File: src/rtl/scr_data_sel_pkg.sv
// scr_data_sel_pkg: shared constants and helpers for the
// scratch-RAM data-select register.
package scr_data_sel_pkg;

  localparam int DEF_DATA_W   = 10;
  localparam int DEF_NARROW_W = 8;

  function automatic int src_w(input int n);
    return (n > 2) ? $clog2(n) : 1;
  endfunction

endpackage

File: src/rtl/scr_rr_arbiter.sv
// scr_rr_arbiter: one-hot grant plus index; round-robin pointer
// when SCR_DATA_SEL_RR_EN is defined, else lowest-index-first.
module scr_rr_arbiter
  import scr_data_sel_pkg::*;
#(
  parameter int N = 2
) (
  input  logic                clk,
  input  logic                rst,
  input  logic [N-1:0]        req,
  input  logic                en,
  output logic [N-1:0]        gnt,
  output logic [src_w(N)-1:0] idx
);

  localparam int SW = src_w(N);

  logic [SW-1:0] win;

`ifdef SCR_DATA_SEL_RR_EN
  logic [SW-1:0] ptr;
  int            c;

  // Walk from the far end so the nearest requester to ptr wins.
  always_comb begin
    win = '0;
    c   = 0;
    for (int k = N - 1; k >= 0; k--) begin
      c = (int'(ptr) + k) % N;
      if (req[c]) win = SW'(c);
    end
  end

  always_ff @(posedge clk or posedge rst) begin
    if (rst) begin
      ptr <= '0;
    end else if (en && |req) begin
      ptr <= (win == SW'(N - 1)) ? '0 : win + 1'b1;
    end
  end
`else
  logic unused_clk_rst;
  assign unused_clk_rst = clk ^ rst;

  always_comb begin
    win = '0;
    for (int k = N - 1; k >= 0; k--) begin
      if (req[k]) win = SW'(k);
    end
  end
`endif

  always_comb begin
    gnt = '0;
    if (en && |req) gnt[win] = 1'b1;
  end

  assign idx = win;

endmodule

File: src/rtl/scr_data_sel_reg.sv
// scr_data_sel_reg: arbitrated, registered scratch-RAM data select.
// Define SCR_DATA_SEL_RR_EN for round-robin arbitration.
module scr_data_sel_reg
  import scr_data_sel_pkg::*;
#(
  parameter int           N           = 2,
  parameter int           DATA_W      = DEF_DATA_W,
  parameter int           NARROW_W    = DEF_NARROW_W,
  parameter logic [N-1:0] NARROW_MASK = 'b01
) (
  input  logic                  CLK,
  input  logic                  RST,
  input  logic [N-1:0]          REQ,
  input  logic [N*DATA_W-1:0]   DIN,
  output logic [N-1:0]          GNT,
  output logic [DATA_W-1:0]     OUT,
  output logic [src_w(N)-1:0]   OUT_SRC,
  output logic                  OUT_VALID,
  input  logic                  OUT_READY
);

  localparam int SW = src_w(N);
  localparam logic [DATA_W-1:0] LOW_MASK =
    DATA_W'((64'd1 << NARROW_W) - 64'd1);

  logic              accept;
  logic [N-1:0]      grant;
  logic [SW-1:0]     win;
  logic [DATA_W-1:0] sel;
  logic [DATA_W-1:0] word;

  // Gated by RST so no source sees a grant during reset.
  assign accept = !RST && (!OUT_VALID || OUT_READY) && |REQ;

  scr_rr_arbiter #(
    .N (N)
  ) u_arb (
    .clk (CLK),
    .rst (RST),
    .req (REQ),
    .en  (accept),
    .gnt (grant),
    .idx (win)
  );

  assign GNT = grant;

  always_comb begin
    sel  = DIN[int'(win)*DATA_W +: DATA_W];
    word = NARROW_MASK[win] ? (sel & LOW_MASK) : sel;
  end

  always_ff @(posedge CLK or posedge RST) begin
    if (RST) begin
      OUT       <= '0;
      OUT_SRC   <= '0;
      OUT_VALID <= 1'b0;
    end else if (accept) begin
      OUT       <= word;
      OUT_SRC   <= win;
      OUT_VALID <= 1'b1;
    end else if (OUT_READY) begin
      OUT_VALID <= 1'b0;
    end
  end

endmodule

File: config.mk
export PLATFORM = sky130hd
export DESIGN_NAME = scr_data_sel_reg
export DESIGN_NICKNAME = d
export VERILOG_FILES = /design/src/rtl/scr_data_sel_pkg.sv /design/src/rtl/scr_rr_arbiter.sv /design/src/rtl/scr_data_sel_reg.sv
export SDC_FILE = /design/constraint.sdc
export NUM_CORES = 1
export LEC_CHECK = 0
export CAP_MARGIN = 20
export CORE_AREA = 5 5 49 51
export DETAILED_ROUTE_END_ITERATION = 8
export DIE_AREA = 0 0 54 56
export PLACE_DENSITY_LB_ADDON = 0.3
export SETUP_SLACK_MARGIN = 0.2
export SLEW_MARGIN = 25
export SYNTH_ARGS = -nofsm -noshare
export SYNTH_HDL_FRONTEND = slang
export SYNTH_SLANG_ARGS = --single-unit
export TNS_END_PERCENT = 10
File: constraint.sdc
create_clock -name CLK -period 1.85 [get_ports CLK]
set_input_delay 0.37 -clock CLK [delete_from_list [all_inputs] [get_ports CLK]]
set_output_delay 0.37 -clock CLK [all_outputs]
set_load 0.01 [all_outputs]
======== Word level (Yosys, flattened, before mapping) ========
Cells that the tools add are included.
operators by class
  multiply operators ...................... 1
  mux-type cells .......................... 10
  shift operators ......................... 1
  order comparisons ....................... 2
  reductions and logical operators ........ 9
operator list
  operator                                                                      count
  20-bit by 6-bit indexed part select with 10-bit output                        1
  10-bit two-way mux                                                            1
  1-bit two-way mux                                                             7
  1-bit logical AND                                                             4
  1-bit by 3-bit multiplier with 4-bit output, second input constant            1
  1-bit zero test                                                               2
  1-bit by 2-bit less-than comparator with 1-bit output, second input constant  1
  2-bit two-way mux                                                             1
  2-bit nonzero test                                                            1
  2-bit OR reduction                                                            1
  1-bit demux with 1-bit select                                                 1
  1-bit greater-or-equal comparator, second input constant                      1
  1-bit logical OR                                                              1
storage, ports and cells
  bits in registers ....................... 12
  output and inout bits ................... 14
  input port bits ......................... 25
  logic and storage cells ................. 26

======== Logic depth before layout (Yosys ltp) ========
  depth after elaboration ................. 7
  depth in mapped cells ................... 4
  gate-level depth less buffers ........... 3

======== Cells and area by module ========
Synthesis repeated with hierarchy kept, for this count alone.
unflattened totals
  cells, all modules ...................... 46
  area total of the unflattened synthesis .. 688.2 um2
by module, submodules not included
  module            area an instance (um2)  times used  cells each  sequential area each (um2)
  scr_data_sel_reg  661.9                   1           43          300.3
  scr_rr_arbiter    26.3                    1           3           0.0

======== Worst setup path before layout ========
No wires, ideal clock.
  path kind ............................... input port to output port
  start point ............................. in REQ[0]
  end point ............................... out GNT[1]
  data arrival time ....................... 1.029 ns
  path buffers ............................ 1
  cell stages on the path ................. 3
  data required time ...................... 1.480 ns
  slack ................................... 0.451 ns
  cells stage by stage .................... nand2b_4 buf_6 nor3_1
between the ends
  longest elaborated chain between the ends .. 6
  elaborated cells on any way between the ends .. 10
  classes of those cells .................. order compare: 2; mux: 4; reduce/logical: 4
RTL lines
  item                                                                                                                                     line                    source
  start, declared                                                                                                                          scr_data_sel_reg.sv:13  input logic [N-1:0] REQ,
  1-bit two-way mux                                                                                                                        scr_rr_arbiter.sv:48    if (req[k]) win = SW'(k);
  1-bit by 2-bit less-than comparator with 1-bit output (not written as such) / 1-bit greater-or-equal comparator (equally long branches)  scr_rr_arbiter.sv:55    if (en && |req) gnt[win] = 1'b1;
  1-bit logical AND (not written as such)                                                                                                  scr_rr_arbiter.sv:55
  1-bit two-way mux (not written as such)                                                                                                  scr_rr_arbiter.sv:55
  1-bit demux with 1-bit select                                                                                                            --
  2-bit two-way mux *                                                                                                                      scr_rr_arbiter.sv:55
  end, declared                                                                                                                            scr_data_sel_reg.sv:15  output logic [N-1:0] GNT,
Mark *: on every way between the ends. The rest lies on a longest branch, timed or not.

======== Worst setup path in the final report ========
  start point ............................. reg OUT_SRC
  end point ............................... out OUT_SRC
RTL lines
  item                    line                    source
  start, declared         scr_data_sel_reg.sv:17  output logic [src_w(N)-1:0] OUT_SRC,
  start signal, assigned  scr_data_sel_reg.sv:60  OUT_SRC <= win;
No word-level cell between the ends.

==> impl_metrics.env <==
export IMPL_p_leak_nw=0.5212
export IMPL_top_layer="met4"
export IMPL_core_area_um2=1902
export IMPL_synth_top_cell_area_share_pct=47.62
export IMPL_holdBufCountCts=0
export IMPL_grt_total_usage_pct=11.09
export IMPL_grt_start_max_net_pins=13
export IMPL_p_seq_share_pct=41.9
export IMPL_dp_cells=110
export IMPL_drc_errors=0
export IMPL_slew_viol_final=0
export IMPL_cp_max_fo=2
export IMPL_cpPeakStageDelay_ns=0.54
export IMPL_ys_ff_latch=12
export IMPL_die_x_um=54
export IMPL_rows=16
export IMPL_routed_wl_met2_um=827
export IMPL_r2r_setup_slack_ns=0.40
export IMPL_relSlewSlack_pct=69.87
export IMPL_drt_total_wl_mm=1.479
export IMPL_ys_warn_count=0
export IMPL_start_util_pct=33.16
export IMPL_end_kind="primary output"
export IMPL_total_power_mw=0.7895
export IMPL_ys_seq_area_share_pct=47.62
export IMPL_hold_viol=0
export IMPL_drive_above_1_share_pct=37.21
export IMPL_regToRegEndpoint="OUT[2]"
export IMPL_reg2reg_depth=5
export IMPL_final_nets=113
export IMPL_p_sw_mw=0.2033
export IMPL_setup_viol=0
export IMPL_critPathArrivalTime_ns=1.16
export IMPL_fmax_mhz=655.3
export IMPL_cts_sinks=12
export IMPL_max_clock_path_buffers=2
export IMPL_synthesis_area_um2=630.6
export IMPL_detail_route_wl_per_cell_um=13.09
export IMPL_r2r_start="OUT_VALID"
export IMPL_tightest_slew_ns=0.4514
export IMPL_power_density_nw_per_um2=713.8
export IMPL_syn_num_nets=67
export IMPL_antenna_cells=0
export IMPL_critical_path_slowest_cell="clkdlybuf4s50_1"
export IMPL_io_buffers=36
export IMPL_comb_power_share_pct=38.0
export IMPL_synth_area_per_cell_um2=15.01
export IMPL_cts_setup_buffers=0
export IMPL_holdWs_ns=0.3546
export IMPL_synthCells=42
export IMPL_cts_tree="done"
export IMPL_ir_worst_vdd_mv=0.3852
export IMPL_cts_htree_levels=1
export IMPL_wl_met3_um=67
export IMPL_crit_chain="clkdlybuf4s50_1"
export IMPL_cts_buffers=3
export IMPL_grt_pass1_vias=533
export IMPL_drtIter0Drc=3
export IMPL_layout_min_cycle_time_ns=1.526
export IMPL_fin_cells=113
export IMPL_skew_ns=0.0009546
export IMPL_outcome="completed"
export IMPL_layout_worst_path_cycle_share_pct=82.49
export IMPL_switching_share_pct=25.75
export IMPL_p_clk_share_pct=20.0
export IMPL_grt_overflow=0
export IMPL_viasPerCell=4.451
export IMPL_syn2layout_area_growth_pct=75.40
export IMPL_cts_root_buf="clkbuf_4"
export IMPL_rsz0062_at_grt="false"
export IMPL_die_area_um2=3024
export IMPL_dp_hpwl_mm=1.197
export IMPL_internal_power_mw=0.5862
export IMPL_num_io_pins=39
export IMPL_routabilityCongestion=0.6784
export IMPL_drt_first_pass_iters=2
export IMPL_ys_types=15
export IMPL_worst_path_buf_inv=1
export IMPL_detail_route_antenna_nets=0
export IMPL_drv_cap=0
export IMPL_ys_top_cells_by_area="dfrtp_1 (48%), mux2_4 (21%), mux2_2 (13%), a22o_1 (2.8%), nor3_4 (2.6%)"
export IMPL_cp_top_family="buffers and inverters"
export IMPL_synth_top_area_cell="dfrtp_1"
export IMPL_antenna_found_initial=0
export IMPL_criticalPathCategory="flop to primary output"
export IMPL_required_ns=1.48
export IMPL_hold_path_class="input pin to async pin"
export IMPL_path_clk_slew_ns=0.07
export IMPL_vias=503
export IMPL_cp_start_kind="flop"
export IMPL_die_h_um=56
export IMPL_drt_met1_wl_um=541
export IMPL_clkLatencyLatePin_ns=0.26
export IMPL_grt_pass1_wl_mm=2.394
[worst max-delay path by stage]
stage | depth (start not counted) | slack [ns] | to | startpoint
2_1_floorplan | 3 | 0.45 | GNT[1] | REQ[0]
3_3_place_gp | 4 | -0.31 | GNT[0] | OUT_READY
3_5_place_dp | 4 | -0.29 | GNT[1] | REQ[0]
4_1_cts | 4 | 0.20 | GNT[1] | REQ[0]
5_1_grt | 1 | 0.25 | OUT[0] | OUT[0]
6_report | 1 | 0.32 | OUT_SRC | OUT_SRC
[layout by cell type, fill, tap and decap left out]
master / n
a22o_1: 2
buf_12: 1
buf_2: 2
buf_4: 5
clkbuf_4: 3
clkdlybuf4s50_1: 30
dfrtp_1: 12
dlygate4sd2_1: 1
dlymetal6s2s_1: 3
inv_1: 2
mux2_2: 7
mux2_4: 9
nand2b_1: 1
nand2b_4: 1
nor2_1: 1
nor2b_4: 1
nor3_4: 2
nor3b_2: 1
o21bai_1: 1
or3_1: 1
[power groups by stage]
stage               combinational [mW]  sequential, mW  clock [mW]
floorplan                        0.100           0.360           0
CTS                              0.305           0.332       0.163
detailed placement               0.305           0.337           0
global route                     0.320           0.338       0.179
finish                           0.300           0.331       0.158
global placement                 0.301           0.335           0
[registers in the layout, summed over array words and instances, names as in the netlist]
| name | cells |
|---|---|
| OUT | 10 |
| OUT_SRC | 1 |
| OUT_VALID | 1 |
[timing repair]
item,in CTS,in global routing
gates resized for setup,11,4
endpoints found under the setup margin,2,6
pin swaps,0,0
[through the flow]
step | setup TNS (ns) | worst slack [ns] | util [%] | cell area, um^2
6_report | 0 | 0.3240 | 58.16 | 1106
5_1_grt | 0 | 0.2486 | 58.16 | 1106
4_1_cts | 0 | 0.1953 | 57.43 | 1092
3_5_place_dp | -1.166 | -0.2925 | 56.32 | 1071
3_3_place_gp | -0.8744 | -0.3123 | 56.32 | 1071
2_1_floorplan | 0 | 0.4511 | - | 630.6
[Yosys cell counts]
master / n
nor3_1: 1
nor3_4: 1
dfrtp_1: 12
o21bai_1: 1
mux2_2: 7
inv_1: 2
nor2_1: 1
a22o_1: 2
buf_6: 1
or3_1: 1
mux2_4: 9
nand2b_1: 1
nor3b_1: 1
nand2b_4: 1
nor2b_4: 1
[kinds of logic after synthesis]
group,count (synthesis),share of synthesized area [%]
and+or+nand+nor,8,11.51
AOI/OAI and AO/OA,3,3.969
DFF,12,47.62
muxes,16,33.93
buffers and inverters,3,2.977
[cell type report]
type	count	area (um^2)
repair buffers	42	414.1
well taps	27	33.78
multi-input cells	27	327.8
fillers	159	795.8
inverters	2	7.507
clock buffers	3	22.52
flip-flops and latches	12	300.3
[per-layer routing]
layer / vias up / track usage, %
li1: 240 / -
met1: 243 / 11.42
met2: 16 / 18.51
met3: 4 / 2.681
met4: 0 / 8.185
met5: - / 0
Power figures use the tool's default switching activity.
